## src/rtl/muldiv_if.sv

```systemverilog
// muldiv_if: issue/result bundle between the EX stage and muldiv_unit.
interface muldiv_if #(parameter int XLEN = 32);
   logic start, flush, busy, stall_req, done;
   logic [2:0] op;
   logic [XLEN-1:0] a, b, result;
   logic [4:0] rd_in, rd_out;
   modport master(output start, op, a, b, rd_in, flush, input busy, stall_req, done, result, rd_out);
   modport slave(input start, op, a, b, rd_in, flush, output busy, stall_req, done, result, rd_out);
endinterface

```

## src/rtl/muldiv_unit.sv

```systemverilog
// muldiv_unit: multi-cycle RISC-V M-extension execute unit (MUL*/DIV*/REM*)
// with an optional single-cycle multiplier and a registered, rd-tagged result.
module muldiv_unit #(
   parameter int XLEN = 32,
   parameter bit FAST_MUL = 1'b1
) (
   input logic clk,
   input logic rst,
   muldiv_if.slave io
);
   localparam int CW = $clog2(XLEN) + 1;
   localparam logic [2:0] IDLE = 3'd0, MUL = 3'd1, DIV = 3'd2, FIX = 3'd3, DONE = 3'd4;
   localparam logic [XLEN-1:0] MOST_NEG = {1'b1, {(XLEN-1){1'b0}}};

   logic [2:0] state, opr;
   logic [4:0] rd, rd_q;
   logic sa, sb, accept, a_neg, b_neg, dz, ovf, last, fits;
   logic [XLEN-1:0] m, hi, lo, ma, mb, special, res_q, fix_res;
   logic [CW-1:0] cnt;
   logic [XLEN:0] mul_sum, rem_sh;
   logic [2*XLEN-1:0] prod, prod_s;

   assign accept = io.start & ~io.flush & (state == IDLE | state == DONE);
   assign a_neg = io.a[XLEN-1] & (io.op[2] ? ~io.op[0] : io.op[1:0] != 2'b11);
   assign b_neg = io.b[XLEN-1] & (io.op[2] ? ~io.op[0] : ~io.op[1]);
   assign ma = a_neg ? -io.a : io.a;
   assign mb = b_neg ? -io.b : io.b;
   assign dz = io.b == '0;
   assign ovf = ~io.op[0] & (io.a == MOST_NEG) & (io.b == '1);
   assign special = io.op[1] ? (dz ? io.a : '0) : (dz ? '1 : MOST_NEG);
   assign last = cnt == CW'(XLEN - 1);
   // Both iterative paths work on magnitudes held in {hi, lo}; signs are restored in FIX.
   assign mul_sum = {1'b0, hi} + (lo[0] ? {1'b0, m} : '0);
   assign rem_sh = {hi, lo[XLEN-1]};
   assign fits = rem_sh >= {1'b0, m};
   assign prod = FAST_MUL ? {{XLEN{1'b0}}, m} * {{XLEN{1'b0}}, lo} : {hi, lo};
   assign prod_s = (sa ^ sb) ? -prod : prod;
   assign fix_res = opr[2] ? (opr[1] ? (sa ? -hi : hi) : ((sa ^ sb) ? -lo : lo))
                  : (opr[1:0] == 2'b00 ? prod_s[XLEN-1:0] : prod_s[2*XLEN-1:XLEN]);

   assign io.busy = state == MUL | state == DIV | state == FIX;
   assign io.stall_req = accept | io.busy;
   assign io.done = state == DONE;
   assign io.result = res_q;
   assign io.rd_out = rd_q;

   always_ff @(posedge clk) begin
      if (rst) begin
         state <= IDLE;
         opr <= '0;
         rd <= '0;
         rd_q <= '0;
         sa <= 1'b0;
         sb <= 1'b0;
         m <= '0;
         hi <= '0;
         lo <= '0;
         cnt <= '0;
         res_q <= '0;
      end else if (io.flush) begin
         state <= IDLE;
      end else if (accept) begin
         opr <= io.op;
         rd <= io.rd_in;
         sa <= a_neg;
         sb <= b_neg;
         m <= io.op[2] ? mb : ma;
         lo <= io.op[2] ? ma : mb;
         hi <= '0;
         cnt <= '0;
         if (io.op[2] & (dz | ovf)) begin
            res_q <= special;
            rd_q <= io.rd_in;
            state <= DONE;
         end else begin
            state <= io.op[2] ? DIV : MUL;
         end
      end else if ((state == MUL && FAST_MUL) || state == FIX) begin
         res_q <= fix_res;
         rd_q <= rd;
         state <= DONE;
      end else if (state == MUL) begin
         {hi, lo} <= {mul_sum, lo[XLEN-1:1]};
         cnt <= cnt + CW'(1);
         state <= last ? FIX : MUL;
      end else if (state == DIV) begin
         hi <= fits ? XLEN'(rem_sh - {1'b0, m}) : rem_sh[XLEN-1:0];
         lo <= {lo[XLEN-2:0], fits};
         cnt <= cnt + CW'(1);
         state <= last ? FIX : DIV;
      end else if (state == DONE) begin
         state <= IDLE;
      end
   end
endmodule
```

## src/flat_wrapper.sv

```systemverilog
// flat-port wrapper written by rule: the top's interface ports become plain ports
module muldiv_unit_flat 
#(
   parameter int XLEN = 32,
   parameter bit FAST_MUL = 1'b1
)
  (clk, rst, io_start, io_op, io_a, io_b, io_rd_in, io_flush, io_busy, io_stall_req, io_done, io_result, io_rd_out);
  muldiv_if #(.XLEN(XLEN)) io_i ();
  input logic clk;
  input logic rst;
  input wire logic [$bits(io_i.start)-1:0] io_start;
  input wire logic [$bits(io_i.op)-1:0] io_op;
  input wire logic [$bits(io_i.a)-1:0] io_a;
  input wire logic [$bits(io_i.b)-1:0] io_b;
  input wire logic [$bits(io_i.rd_in)-1:0] io_rd_in;
  input wire logic [$bits(io_i.flush)-1:0] io_flush;
  output wire logic [$bits(io_i.busy)-1:0] io_busy;
  output wire logic [$bits(io_i.stall_req)-1:0] io_stall_req;
  output wire logic [$bits(io_i.done)-1:0] io_done;
  output wire logic [$bits(io_i.result)-1:0] io_result;
  output wire logic [$bits(io_i.rd_out)-1:0] io_rd_out;
  assign io_i.start = io_start;
  assign io_i.op = io_op;
  assign io_i.a = io_a;
  assign io_i.b = io_b;
  assign io_i.rd_in = io_rd_in;
  assign io_i.flush = io_flush;
  assign io_busy = io_i.busy;
  assign io_stall_req = io_i.stall_req;
  assign io_done = io_i.done;
  assign io_result = io_i.result;
  assign io_rd_out = io_i.rd_out;
  muldiv_unit #(.XLEN(XLEN), .FAST_MUL(FAST_MUL)) u_core (.clk(clk), .rst(rst), .io(io_i));
endmodule
```

## config.mk

```make
export PLATFORM = sky130hd
export DESIGN_NAME = muldiv_unit_flat
export DESIGN_NICKNAME = d
export VERILOG_FILES = /design/src/rtl/muldiv_if.sv /design/src/rtl/muldiv_unit.sv /design/src/flat_wrapper.sv
export SDC_FILE = /design/constraint.sdc
export NUM_CORES = 2
export LEC_CHECK = 0
export CAP_MARGIN = 0
export CORE_MARGIN = 4
export CORE_UTILIZATION = 60
export DETAILED_ROUTE_END_ITERATION = 16
export GPL_TIMING_DRIVEN = 0
export PLACE_DENSITY = 0.78
export SYNTH_ARGS = -nofsm -noshare
export SYNTH_HDL_FRONTEND = slang
export SYNTH_SLANG_ARGS = --single-unit
```

## constraint.sdc

```tcl
create_clock -name clk -period 10.45 [get_ports clk]
set_clock_uncertainty 0.15 [all_clocks]
set_input_delay 1.5675 -clock clk [delete_from_list [all_inputs] [get_ports clk]]
set_output_delay 1.5675 -clock clk [all_outputs]
set_load 0.01 [all_outputs]
```

== Word-level counts from Yosys, hierarchy flattened ==
Cells that the tools add are included.
Word-level totals
  register bits: 152
  bits in latches: 0
  bits in writable memories: 0
  memory bits (read-only): 0
  input port bits: 76
  output and inout port bits: 40
  word-level logic and storage cells: 102
  memories kept: 0
Operators by class
  $add $sub $neg: 8
  multiply operators: 1
  divide/modulo/power cells: 0
  magnitude comparators: 1
  equal/unequal tests: 10
  shift operators: 0
  muxes and demuxes: 44
  bitwise gates (word level): 16
  reductions and logical operators: 11
Operators by type and width (count)
  32-bit two-way mux: 24
  32-bit negation: 4
  32-bit == test, second input constant: 2
  32-bit by 32-bit multiplier with 64-bit output: 1
  64-bit two-way mux: 1
  64-bit negation: 1
  32-bit by 32-bit adder with 33-bit output: 1
  33-bit by 32-bit greater-or-equal comparator with 1-bit output: 1
  32-bit zero test: 1
  32-bit subtractor: 1
  31-bit two-way mux: 1
  6-bit two-way mux: 4
  3-bit two-way mux: 6
  5-bit two-way mux: 3
  1-bit AND: 7
  6-bit by 1-bit adder with 6-bit output, second input constant: 1
  3-bit by 2-bit == test with 1-bit output, second input constant: 2
  6-bit by 5-bit == test with 1-bit output, second input constant: 1
  3-bit AND reduction: 2
  1-bit OR: 5
  5-bit nonzero test: 1
  2-bit two-way mux: 2
  2-bit != test, second input constant: 2
  3-bit by 1-bit == test with 1-bit output, second input constant: 1
  other kinds (12): 16

== Logic depth before layout (Yosys ltp) ==
  depth in word-level cells: 7
  mapped depth: 35
  depth with buffers taken out: 31

== Worst setup path before layout ==
No wires, ideal clock.
  path kind: reg-to-reg
  from: reg u_core.lo[7]
  to: reg u_core.res_q[29], in the netlist u_core.io.result[29]
  setup time: 0.086 ns
  arrival: 8.768 ns
  data required time: 10.214 ns
  setup slack: 1.446 ns
  stages on the path, launching flop included: 34
  path buffers: 4
  period minus slack after synthesis: 9.004 ns
  cell sequence: dfxtp_1 > clkbuf_1 > clkinv_1 > clkbuf_1 > nor2_1 > fa_1 > fa_1 > fa_1 > inv_1 > fa_1 > inv_1 > fa_1 > inv_1 > fa_1 > inv_1 > fa_1 > inv_1 > fa_1 > inv_1 > ha_1 > buf_2 > a21o_1 > a21boi_1 > o22ai_1 > or4_1 > clkbuf_1 > o21a_1 > or4b_1 > and3_1 > nor4_4 > nand3b_1 > nand4b_1 > a21o_1 > a211oi_1
Between the ends
  word-level cells in the longest chain between the ends: 7
  elaborated cells on any way between the ends: 10
  classes of those cells: add/sub: 2; mul: 1; mux: 7
Ends and longest elaborated chain
  start, declared: line muldiv_unit.sv:18  | logic [XLEN-1:0] m, hi, lo, ma, mb, special, res_q, fix_res;
  start signal, assigned: line muldiv_unit.sv:68  | lo <= io.op[2] ? ma : mb;
  start signal, assigned: line muldiv_unit.sv:83  | {hi, lo} <= {mul_sum, lo[XLEN-1:1]};
  start signal, assigned: line muldiv_unit.sv:88  | lo <= {lo[XLEN-2:0], fits};
  32-bit by 32-bit multiplier with 64-bit output: line muldiv_unit.sv:36  | assign prod = FAST_MUL ? {{XLEN{1'b0}}, m} * {{XLEN{1'b0}}, lo} : {hi, lo};
  64-bit negation: line muldiv_unit.sv:37  | assign prod_s = (sa ^ sb) ? -prod : prod;
  64-bit two-way mux: line muldiv_unit.sv:37
  32-bit two-way mux: line muldiv_unit.sv:39  | : (opr[1:0] == 2'b00 ? prod_s[XLEN-1:0] : prod_s[2*XLEN-1:XLEN]);
  32-bit two-way mux (*): line muldiv_unit.sv:38  | assign fix_res = opr[2] ? (opr[1] ? (sa ? -hi : hi) : ((sa ^ sb) ? -lo : lo))
  32-bit two-way mux (*): line muldiv_unit.sv:78  | end else if ((state == MUL && FAST_MUL) || state == FIX) begin
  32-bit two-way mux (*): line muldiv_unit.sv:62  | end else if (accept) begin
  end signal, assigned: line muldiv_unit.sv:72  | res_q <= special;
  end signal, assigned: line muldiv_unit.sv:79  | res_q <= fix_res;
  end, declared: line muldiv_unit.sv:18
Every way passes the cells marked *; elsewhere a longest branch is shown, timed or not. The select of a mux whose other input is x is not followed.
A chain may end at the register's enable or synchronous reset.

== Worst setup path in the final report ==
  from: reg u_core.m[11]
  to: reg u_core.res_q[18], in the netlist u_core.io.result[18]
Between the ends
  word-level cells in the longest chain between the ends: 7
Ends and longest elaborated chain
  start, declared: line muldiv_unit.sv:18
  start signal, assigned: line muldiv_unit.sv:67  | m <= io.op[2] ? mb : ma;
  32-bit by 32-bit multiplier with 64-bit output (*): line muldiv_unit.sv:36
  64-bit negation: line muldiv_unit.sv:37
  64-bit two-way mux (*): line muldiv_unit.sv:37
  32-bit two-way mux (*): line muldiv_unit.sv:39
  32-bit two-way mux (*): line muldiv_unit.sv:38
  32-bit two-way mux (*): line muldiv_unit.sv:78
  32-bit two-way mux (*): line muldiv_unit.sv:62
Marked as above.

==> summary.txt <==
Job
  • Max-Cap Viols: 1

Floorplan
  • Vert. Die Dim: between 200 and 300 um
  • Die W: 291 um
  • Row Count: around 100
  • Core ar.: 79300 um^2
  • Die area: roughly 85000 um^2
  • Starting density of the core: 60.8%
  • Io pins: ~120

Critical path
  • R2R Setup Slk: between 0.03 and 0.04 ns
  • Worst reg2reg path depth: 29
  • Max incr delay on CP: between 0.6 and 0.7 ns
  • Cell mode on critical path: fa_1
  • Slowest CP cell: o31ai_2
  • Critical Path End: u_core.io.result[18]$_SDFFE_PP0P_
  • CP Launch Type: flip-flop
  • Worst reg2reg startpoint: u_core.m[11]$_SDFFE_PP0P_
  • Critical Path Source: u_core.m[11]$_SDFFE_PP0P_
  • Critical Path RT: around 11 ns
  • WP data arrival: 10.69 ns
  • Crit path kind: reg2reg
  • Reg2reg end: u_core.io.result[18]$_SDFFE_PP0P_
  • Worst Path Max Fanout: 10
  • Endpoint class of the critical path: flip-flop

Synthesis
  • Syn Area/Cell: between 8 and 9 um^2
  • Register area share after synthesis: between 6 and 7%
  • Synth Register Bits: approximately 150
  • Cells after Synth: 5966
  • Dominant synthesized flop cell: dfxtp_1
  • Syn Nets: between 7000 and 8000
  • Post-synth ARST share: 0%
  • Post-synth EDFFs: 0
  • Post-synth cell types: slightly below 100
  • Yosys warns: 0
  • Mapped cell area: 48200 um^2

Clock network
  • Clock-pin slew on the worst setup and hold paths: 0.07 ns
  • Clock sink total: 152
  • CTS HTree Levels: 4
  • Clk_lat worst skew: between 0.4 and 0.5 ns
  • CTS root buf: clkbuf_16
  • CTS tree: yes
  • Number of CTS-inserted buffers: 17
  • Longest Clk Path Bufs: 2

Final layout
  • # fillers: approximately 7000
  • Nets: 7370
  • Most frequent cells in the layout: 934 x inv_1, 897 x fa_1, 790 x nand2_1, 455 x nor2_1, 364 x and2_1
  • Most common library cell in the layout ignoring fill and taps: inv_1
  • Share of layout cells above drive strength 1: under 10%
  • Area growth from synthesis to layout: 7.92%
  • Fin area: between 50000 and 60000 um^2
  • Register Area: roughly 3100 um^2
  • Final core occ: between 60% and 70%
  • Area of the multi-input gates: 40300 um^2

Pwr
  • Reg power frac: between 10 and 15%
  • Leak: 24.1 nW
  • Sw power: between 3 and 4 mW
  • Clock Power Share: ~11%
  • PD cells: around 120 nW/um^2
  • Comb pwr share: between 70% and 80%
  • Worst vdd ir: ~170 uV
  • Power Internal: about 2.5 mW
  • Switching part of the total: roughly three fifths

STA
  • Setup ws final: about 0.038 ns
  • Crit path time final: 10.41 ns
  • Finish-stage setup viols: 0
  • Fmax: 96.0 MHz
  • Slew Viols, Final: 8
  • Worst Tran Pin Value: about 1.5 ns
  • Fin. Hold Viols: 0
  • Worst rel slew slack: -2.92%
  • Tcrit/Tclk final: between 90% and 100%

Placement
  • GP Congestion: around 1.1
  • Final HPWL DP: about 180000 um
  • Setup slack at placement: -2.25 ns
  • IO buf count: around 110
  • Area of placed instances: between 50000 and 60000 um^2

Global routing
  • Global-route wire length before repair: between 300000 and 400000 um
  • Grt ovf: 0
  • Initial antenna violation count: 25
  • Largest net degree at the start of global routing: 17
  • Gr usage total: a little over 50%
  • Vias in the first global route: about 47000

Detailed routing
  • Final wirelength: between 200000 and 250000 um
  • Vias per cell: 6.66
  • Drt first pass iters: 9
  • Per-cell routed wire length: 30.9 um
  • Final ANT Viol Nets: 0
  • DRC viols: 0
  • DR vias: between 40000 and 50000
  • Initial drt markers: 6479

Run status
  • Failing checks: max-capacitance violations, max-slew violations
  • Status: finished, violations left

Hold path
  • Min-Delay Path Class: reg2reg
flip-flops by register name, summed over array words and instances (netlist names), 5 cells and up:
signal	flops
u_core.hi	32
u_core.io.result	32
u_core.lo	32
u_core.m	32
u_core.cnt	6
u_core.io.rd_out	5
u_core.rd	5
cell families (layout without fill, tap and decap cells):
| group | Yosys count | count (layout) | synth area share (%) |
|---|---|---|---|
| AND/OR/NAND/NOR | 2035 | 2035 | 20.0 |
| buffers and inverters | 1352 | 1492 | 10.6 |
| adder cells (fa/ha/maj) | 1201 | 1201 | 45.1 |
| AO/OA/AOI/OAI | 954 | 954 | 12.8 |
| XOR/XNOR | 216 | 216 | 3.92 |
| flip-flops | 152 | 152 | 6.31 |
| multiplexers | 56 | 56 | 1.17 |
| other | 0 | 35 | 0 |
cell type report:
cell class / count / share of cell area, %
Multi-Input combinational cell: 4462 / 77.4
Clock buffer: 18 / 0.844
Antenna cell: 35 / 0.168
Sequential cell: 152 / 5.93
Inverter: 963 / 7.07
Tap cell: 1050 / 2.53
Buffer: 354 / 3.09
Timing Repair Buffer: 143 / 2.60
Clock inverter: 14 / 0.341
critical path: cells and delay by family, from the launching register on:
| family | cells | cell delay [ns] |
|---|---|---|
| AND/OR/NAND/NOR | 7 | 2.02 |
| flip-flops | 1 | 0.63 |
| adder cells (fa/ha/maj) | 9 | 4.17 |
| AO/OA/AOI/OAI | 4 | 1.46 |
| multiplexers | 1 | 0.38 |
| buffers and inverters | 8 | 1.52 |
cells in the mapped netlist (24+ instances only):
master,number,area share [%]
nor3_1,88,0.91
a211oi_1,55,0.86
or3_1,28,0.36
nor2_1,455,3.5
clkbuf_1,338,2.6
ha_1,304,7.9
nand4_1,61,0.79
o31ai_1,41,0.64
buf_1,31,0.24
a21o_1,46,0.72
o211ai_1,79,1.2
nand3_1,61,0.63
fa_1,897,37
xnor2_1,91,1.7
xor2_1,125,2.3
nand2_1,790,6.2
nor4_1,29,0.38
mux2i_1,52,1.1
a21oi_1,244,2.5
nand2b_1,24,0.31
o21ai_0,225,2.3
a31oi_1,31,0.40
dfxtp_1,152,6.3
inv_1,941,7.3
and2_1,364,4.7
power groups by stage:
| stage | Sequential, mW | Combinational (mW) | Clock [mW] |
|---|---|---|---|
| 6_report | 0.826 | 4.49 | 0.684 |
| 5_1_grt | 0.819 | 4.71 | 0.700 |
| 2_1_floorplan | 0.722 | 2.79 | 0 |
| 3_3_place_gp | 0.781 | 4.14 | 0 |
| 4_1_cts | 0.795 | 4.23 | 0.677 |
| 3_5_place_dp | 0.784 | 4.17 | 0 |
metal layers:
metal / up-vias / global-route usage [%] / routed length (um)
met3: 1171 / 22.6 / 35400
li1: 19300 / - / -
met5: - / 0.964 / 258
met1: 23300 / 62.8 / 74800
met2: 4089 / 74.0 / 90400
met4: 18 / 37.0 / 21500
worst min path at each step:
stage               slack (ns)                       start                         end  cells after the start
floorplan                 0.30  u_core.cnt[1]$_SDFFE_PP0P_  u_core.cnt[1]$_SDFFE_PP0P_                      2
global placement          0.31  u_core.cnt[1]$_SDFFE_PP0P_  u_core.cnt[1]$_SDFFE_PP0P_                      2
finish                    0.34   u_core.rd[4]$_SDFFE_PP0P_   u_core.rd[4]$_SDFFE_PP0P_                      2
global route              0.37  u_core.cnt[5]$_SDFFE_PP0P_  u_core.cnt[5]$_SDFFE_PP0P_                      2
CTS                       0.34  u_core.cnt[1]$_SDFFE_PP0P_  u_core.cnt[1]$_SDFFE_PP0P_                      2
detailed placement        0.33   u_core.rd[0]$_SDFFE_PP0P_   u_core.rd[0]$_SDFFE_PP0P_                      2
through the flow:
stage / cells / setup TNS, ns / total power, mW / hold slack (ns)
global route: 7158 / -0.134 / 6.23 / 0.374
CTS: 7153 / 0 / 5.70 / 0.343
global placement: 7128 / -46.18 / 4.92 / 0.310
floorplan: 5966 / 0 / 3.51 / 0.299
finish: 7191 / 0 / 6.00 / 0.345
detailed placement: 7129 / -46.76 / 4.95 / 0.332
what timing repair did:
item                                    4_1_cts  5_1_grt
hold buffers                                  0        0
pin swaps                                     3        8
gates resized for setup                     143      220
buffers inserted                             11       19
endpoints found under the setup margin       32       32
(Power assumes the default switching activity.)
